### config.mk
export PLATFORM = sky130hd
export DESIGN_NAME = data_in_window
export DESIGN_NICKNAME = d
export VERILOG_FILES = /design/src/rtl/data_in_window_pkg.sv /design/src/rtl/data_in_window_stage.sv /design/src/rtl/data_in_window.sv
export SDC_FILE = /design/constraint.sdc
export NUM_CORES = 1
export LEC_CHECK = 0
export CELL_PAD_IN_SITES_DETAIL_PLACEMENT = 1
export CELL_PAD_IN_SITES_GLOBAL_PLACEMENT = 1
export CORE_MARGIN = 2
export CORE_UTILIZATION = 30
export CTS_CLUSTER_DIAMETER = 120
export DETAILED_ROUTE_END_ITERATION = 6
export MAX_ROUTING_LAYER = met4
export PLACE_DENSITY = 0.81
export SLEW_MARGIN = 20
export SYNTH_ARGS = -nofsm -noshare
export SYNTH_HDL_FRONTEND = slang
export SYNTH_SLANG_ARGS = --single-unit
### constraint.sdc
create_clock -name clk -period 1.8 [get_ports clk]
set_input_delay 0.36 -clock clk [delete_from_list [all_inputs] [get_ports clk]]
set_output_delay 0.36 -clock clk [all_outputs]
set_load 0.05 [all_outputs]
### src/rtl/data_in_window_pkg.sv
// Shared definitions for the data_in_window sliding operand window.
// Build option: DATA_IN_WINDOW_ZERO_INVALID_EN (see data_in_window.sv).
`ifndef WORD_SIZE
`define WORD_SIZE 8
`endif

package data_in_window_pkg;

  // Default word width and legal window depth bounds.
  localparam int WORD_SIZE_DEF = `WORD_SIZE;
  localparam int DEPTH_DEF     = 3;
  localparam int DEPTH_MIN     = 2;
  localparam int DEPTH_MAX     = 16;

  // fill_count width for the default depth.
  localparam int FILL_W_DEF = $clog2(DEPTH_DEF);

  // Width of the fill counter for a given number of taps (counts 0..depth-1).
  function automatic int fill_width(input int depth);
    return $clog2(depth);
  endfunction

endpackage

### src/rtl/data_in_window_stage.sv
// One registered stage of the operand window: a data word plus its valid bit.
// clear_i drops the valid bit only; the data word is kept as it was.
`ifndef WORD_SIZE
`define WORD_SIZE 8
`endif

module data_in_window_stage
  import data_in_window_pkg::*;
#(
  parameter int WORD_SIZE = `WORD_SIZE
) (
  input  logic                 clk,
  input  logic                 areset_n,
  input  logic                 load_i,
  input  logic                 clear_i,
  input  logic [WORD_SIZE-1:0] data_i,
  input  logic                 valid_i,
  output logic [WORD_SIZE-1:0] data_o,
  output logic                 valid_o
);

  logic [WORD_SIZE-1:0] data_q;
  logic                 valid_q;

  // Stage register: reset wins, then clear (valid only), then load, else hold.
  always_ff @(posedge clk) begin
    if (!areset_n) begin
      data_q  <= {WORD_SIZE{1'b0}};
      valid_q <= 1'b0;
    end else if (clear_i) begin
      data_q  <= data_q;
      valid_q <= 1'b0;
    end else if (load_i) begin
      data_q  <= data_i;
      valid_q <= valid_i;
    end else begin
      data_q  <= data_q;
      valid_q <= valid_q;
    end
  end

  assign data_o  = data_q;
  assign valid_o = valid_q;

endmodule

### src/rtl/data_in_window.sv
// Sliding operand window on the memory read-data path. Tap 0 is the live
// input word; taps 1..DEPTH-1 are the previously accepted words, oldest last.
// Build option DATA_IN_WINDOW_ZERO_INVALID_EN: invalid taps read as zero
// instead of showing stale register / input contents.
`ifndef WORD_SIZE
`define WORD_SIZE 8
`endif

module data_in_window
  import data_in_window_pkg::*;
#(
  parameter int WORD_SIZE = `WORD_SIZE,
  parameter int DEPTH     = 3
) (
  input  logic                         clk,
  input  logic                         areset_n,
  input  logic [WORD_SIZE-1:0]         data_in,
  input  logic                         in_valid,
  input  logic                         advance,
  input  logic                         flush,
  output logic [DEPTH*WORD_SIZE-1:0]   taps,
  output logic [DEPTH-1:0]             tap_valid,
  output logic [$clog2(DEPTH)-1:0]     fill_count,
  output logic                         window_full
);

  localparam int CNT_W = fill_width(DEPTH);
  localparam logic [CNT_W-1:0] CNT_MAX  = CNT_W'(DEPTH - 1);
  localparam logic [CNT_W-1:0] CNT_ONE  = CNT_W'(1);
  localparam logic [CNT_W-1:0] CNT_ZERO = CNT_W'(0);

  // Flush beats advance: a flushed cycle never captures data_in.
  logic stage_load;
  logic stage_clear;
  assign stage_clear = flush;
  assign stage_load  = advance & ~flush;

  logic [WORD_SIZE-1:0] st_data  [1:DEPTH-1];
  logic                 st_valid [1:DEPTH-1];

  for (genvar k = 1; k < DEPTH; k++) begin : g_stage
    logic [WORD_SIZE-1:0] stage_d_in;
    logic                 stage_v_in;
    if (k == 1) begin : g_first
      assign stage_d_in = data_in;
      assign stage_v_in = in_valid;
    end else begin : g_chain
      assign stage_d_in = st_data[k-1];
      assign stage_v_in = st_valid[k-1];
    end
    data_in_window_stage #(
      .WORD_SIZE (WORD_SIZE)
    ) u_stage (
      .clk      (clk),
      .areset_n (areset_n),
      .load_i   (stage_load),
      .clear_i  (stage_clear),
      .data_i   (stage_d_in),
      .valid_i  (stage_v_in),
      .data_o   (st_data[k]),
      .valid_o  (st_valid[k])
    );
  end

  // Fill counter, kept in step with the stage valid bits rather than recounted.
  logic [CNT_W-1:0] fill_q;
  logic [CNT_W-1:0] fill_d;
  logic             oldest_valid;
  assign oldest_valid = st_valid[DEPTH-1];

  // Next fill count: flush empties, a shift adds the new valid and drops the oldest.
  always_comb begin
    fill_d = fill_q;
    if (flush) begin
      fill_d = CNT_ZERO;
    end else if (advance) begin
      if (in_valid && !oldest_valid) begin
        if (fill_q == CNT_MAX) begin
          fill_d = CNT_MAX;
        end else begin
          fill_d = fill_q + CNT_ONE;
        end
      end else if (!in_valid && oldest_valid) begin
        if (fill_q == CNT_ZERO) begin
          fill_d = CNT_ZERO;
        end else begin
          fill_d = fill_q - CNT_ONE;
        end
      end else begin
        fill_d = fill_q;
      end
    end else begin
      fill_d = fill_q;
    end
  end

  // Fill count register.
  always_ff @(posedge clk) begin
    if (!areset_n) begin
      fill_q <= CNT_ZERO;
    end else begin
      fill_q <= fill_d;
    end
  end

  assign fill_count = fill_q;

  // Tap assembly: tap 0 is the live input, tap k is stage k.
  always_comb begin
    taps      = {(DEPTH*WORD_SIZE){1'b0}};
    tap_valid = {DEPTH{1'b0}};
    tap_valid[0] = in_valid;
`ifdef DATA_IN_WINDOW_ZERO_INVALID_EN
    taps[0 +: WORD_SIZE] = in_valid ? data_in : {WORD_SIZE{1'b0}};
`else
    taps[0 +: WORD_SIZE] = data_in;
`endif
    for (int k = 1; k < DEPTH; k++) begin
      tap_valid[k] = st_valid[k];
`ifdef DATA_IN_WINDOW_ZERO_INVALID_EN
      taps[k*WORD_SIZE +: WORD_SIZE] = st_valid[k] ? st_data[k] : {WORD_SIZE{1'b0}};
`else
      taps[k*WORD_SIZE +: WORD_SIZE] = st_data[k];
`endif
    end
  end

  assign window_full = &tap_valid;

endmodule

==> key figures <==
Pwr
  • Worst vdd rail ir drop: 0.295 mV
  • Reg power frac: 50.4%
  • Switching part of the total: 30.4%
  • Cell Int Power: 0.645 mW
  • Psw: 0.282 mW
  • Pwr dens: 636 nW/µm²
  • Tot Pwr: between 0.9 and 1 mW
  • Leakage power: 0.600 nW
  • Combinational power share: 27.7%
  • Clk pwr share: 21.9%

STA
  • Final hold violation count: 0
  • Rel. slew slack: 85.2%
  • Max Transition Viols Final: 0
  • Slew @ Worst Pin: roughly 0.22 ns
  • Tcrit/Tclk final: between 80% and 90%
  • RSZ-0062 raised after global routing: false
  • Final number of setup-violating endpoints: 0
  • Clock Skew: about 0.00093 ns
  • Min cycle time layout: 1.59 ns
  • Fmax: 628 MHz
  • Setup_tns: 0 ns

Yosys
  • Post-synth EDFFs: 0
  • Synth unique cells: 18
  • Syn_nets: 123
  • Cell with the most instances after synthesis: nand2_1
  • Synthesized area: 996 µm²
  • Syn avg cell area: 9.40 µm²
  • Seq/Total Area, Yosys: 40.2%
  • Top post-synthesis cells by count: nand2_1, dfxtp_1, buf_4
  • FF+latch count, synth: 20
  • Async set-reset flop share out of synthesis: 0%
  • Top_reg_cell synth: dfxtp_1
  • Synth area leader: dfxtp_1
  • Synth warn: 0
  • Largest cells by area after synthesis: dfxtp_1, a21boi_2, buf_4, nand2_1, nand2_2
  • Share of Yosys cell area claimed by the top area cell type: 40.2%
  • Synthesized instance count: 106

Routing
  • WL final: 2.24 mm
  • Vias per cell: 4.42
  • DRC Markers: 0
  • Routed Antenna Nets: 0
  • Pre-antenna DRT Iters: 4
  • Via count: 809
  • DRT iter0 DRCs: 20
  • Routed WL per cell: 12.3 µm

Placed design
  • Count of port buffers added during placement: 42
  • Routability congestion estimate: between 0.6 and 0.7
  • HPWL Detailed: 1.81 mm

Global route
  • Global route total overflow: 0
  • First-pass GRT wire length: 3.62 mm
  • Vias in the first global route: about 860
  • Total GRT Usage: 13.3%
  • Met2 Use GR: 25.1%
  • Most utilized layer in the global route result: met2
  • Pin count of the biggest net entering global routing: 17
  • Initial antenna violation count: 0
  • Met3 global-route usage: 4.41%
  • Met1 usage: 13.2%

Floorplan
  • Chip width: 61.6 µm
  • Initial Utilization: 32.1%
  • FP Rows: 20
  • Top Ports: 43
  • Die area: 3800 µm²
  • Die height: 61.6 µm
  • Core ar.: 3100 µm²

Clocking
  • CTS tree: built
  • # hold bufs at CTS: 0
  • Post-CTS Resized: 0
  • Worst-path clk slew: 0.10 ns
  • CTS H-tree depth: 1
  • TritonCTS Buffers: 3
  • Clock Tree Buf Depth: 2
  • Root buf cell: clkbuf_4
  • Worst skew pair latency: 0.29 ns
  • Clock Sinks: 20
  • Post-CTS setup buffer count: 0

Final layout
  • Reg area: ~400 µm²
  • Net total in the final layout: 158
  • Layout cells sized above 1: 41.0%
  • FILL cells: 386
  • Antenna Cells: 0
  • Multi-input gate area: 457 µm²
  • P&R area growth vs syn: 46.5%

Worst setup path
  • Setup CP Type: in2out
  • Crit-path cells: clkdlybuf4s50_1 > and3_1 > buf_12
  • Crit path max-delay family: buffers and inverters
  • Worst path buffer plus inverter count: 2
  • Critical Path End Type: output pin
  • CP arrival: 1.23 ns
  • Critical Path Source Type: primary input
  • Slowest CP cell: clkdlybuf4s50_1
  • Largest stage delay, worst path: ~0.5 ns
  • Crit Path Max Fanout: 3
  • Required time worst endpoint: 1.44 ns

Status
  • Outcome: complete, no violations

Min path
  • Hold crit path type: reg2reg

Run
  • # Max-Cap Violations: 0
worst paths after layout:
path,start,endpoint,slack (ns),cells past startpoint
min reg2reg,g_stage[2].u_stage.data_o[4],g_stage[2].u_stage.data_o[4],0.48,2
min,g_stage[2].u_stage.data_o[4],g_stage[2].u_stage.data_o[4],0.48,2
max,in_valid,window_full,0.21,3
max reg2reg,g_stage[2].u_stage.valid_o,fill_count[0],0.53,5
registers in the layout, indices dropped and copies added (netlist names):
signal and flops:
g_stage.u_stage.data_o 16, g_stage.u_stage.valid_o 2, fill_count 2
worst min-delay path, delay by kind of cell, from the launching register on:
family	cells	cell delay, ns
AOI/OAI and AO/OA	1	0.05
DFF	1	0.33
and+or+nand+nor	1	0.07
placed cells by master, fill, tap and decap left out, drive strengths merged:
cell type	netlist	routed
buf	15	34
nand2	32	32
dfxtp	20	20
a21boi	16	16
clkdlybuf4s50	0	12
mux2i	4	4
nor2	4	4
ha	4	4
inv	3	3
clkbuf	1	3
and2b	2	2
nand2b	2	2
a211oi	2	2
and3	1	1
metal layers:
metal	routed length (µm)	part of all wire [%]	vias up
met3	190	8.5	2
met1	855	38	376
li1	-	-	400
met4	8	0.36	0
met5	0	0	-
met2	1190	53	31
layout make-up:
class | count | area share [%]
multi-input cells | 67 | 31.3
well taps | 44 | 3.77
clock buffers | 3 | 1.54
flip-flops and latches | 20 | 27.4
inverters | 3 | 0.772
repair buffers | 46 | 35.2
cells by family (layout without fill, tap and decap cells):
| logic type | Yosys count | after routing | synth area share (%) |
|---|---|---|---|
| DFF | 20 | 20 | 40.2 |
| buffers and inverters | 19 | 52 | 13.9 |
| and+or+nand+nor | 41 | 41 | 19.5 |
| adders and majority gates | 4 | 4 | 5.03 |
| muxes | 4 | 4 | 4.02 |
| AOI/OAI and AO/OA | 18 | 18 | 17.3 |
through the flow:
step,setup slack (ns),hold WS [ns],instances,instance area [µm²],util [%]
detailed placement,0.105,0.464,180,1440,46.3
global placement,0.156,0.454,180,1440,46.3
global route,0.169,0.499,183,1460,47.0
CTS,0.194,0.479,183,1460,47.0
finish,0.207,0.476,183,1460,47.0
floorplan,0.403,0.487,106,996,-
power by group through the flow:
stage                     registers (mW)  clock network, mW  logic, mW
after global placement             0.477                  0      0.254
after global routing               0.469              0.236      0.272
after floorplan                    0.519                  0      0.117
final                              0.467              0.203      0.257
after detailed placement           0.478                  0      0.260
after CTS                          0.468              0.215      0.261
No activity file was read; power rests on OpenSTA's default activity.
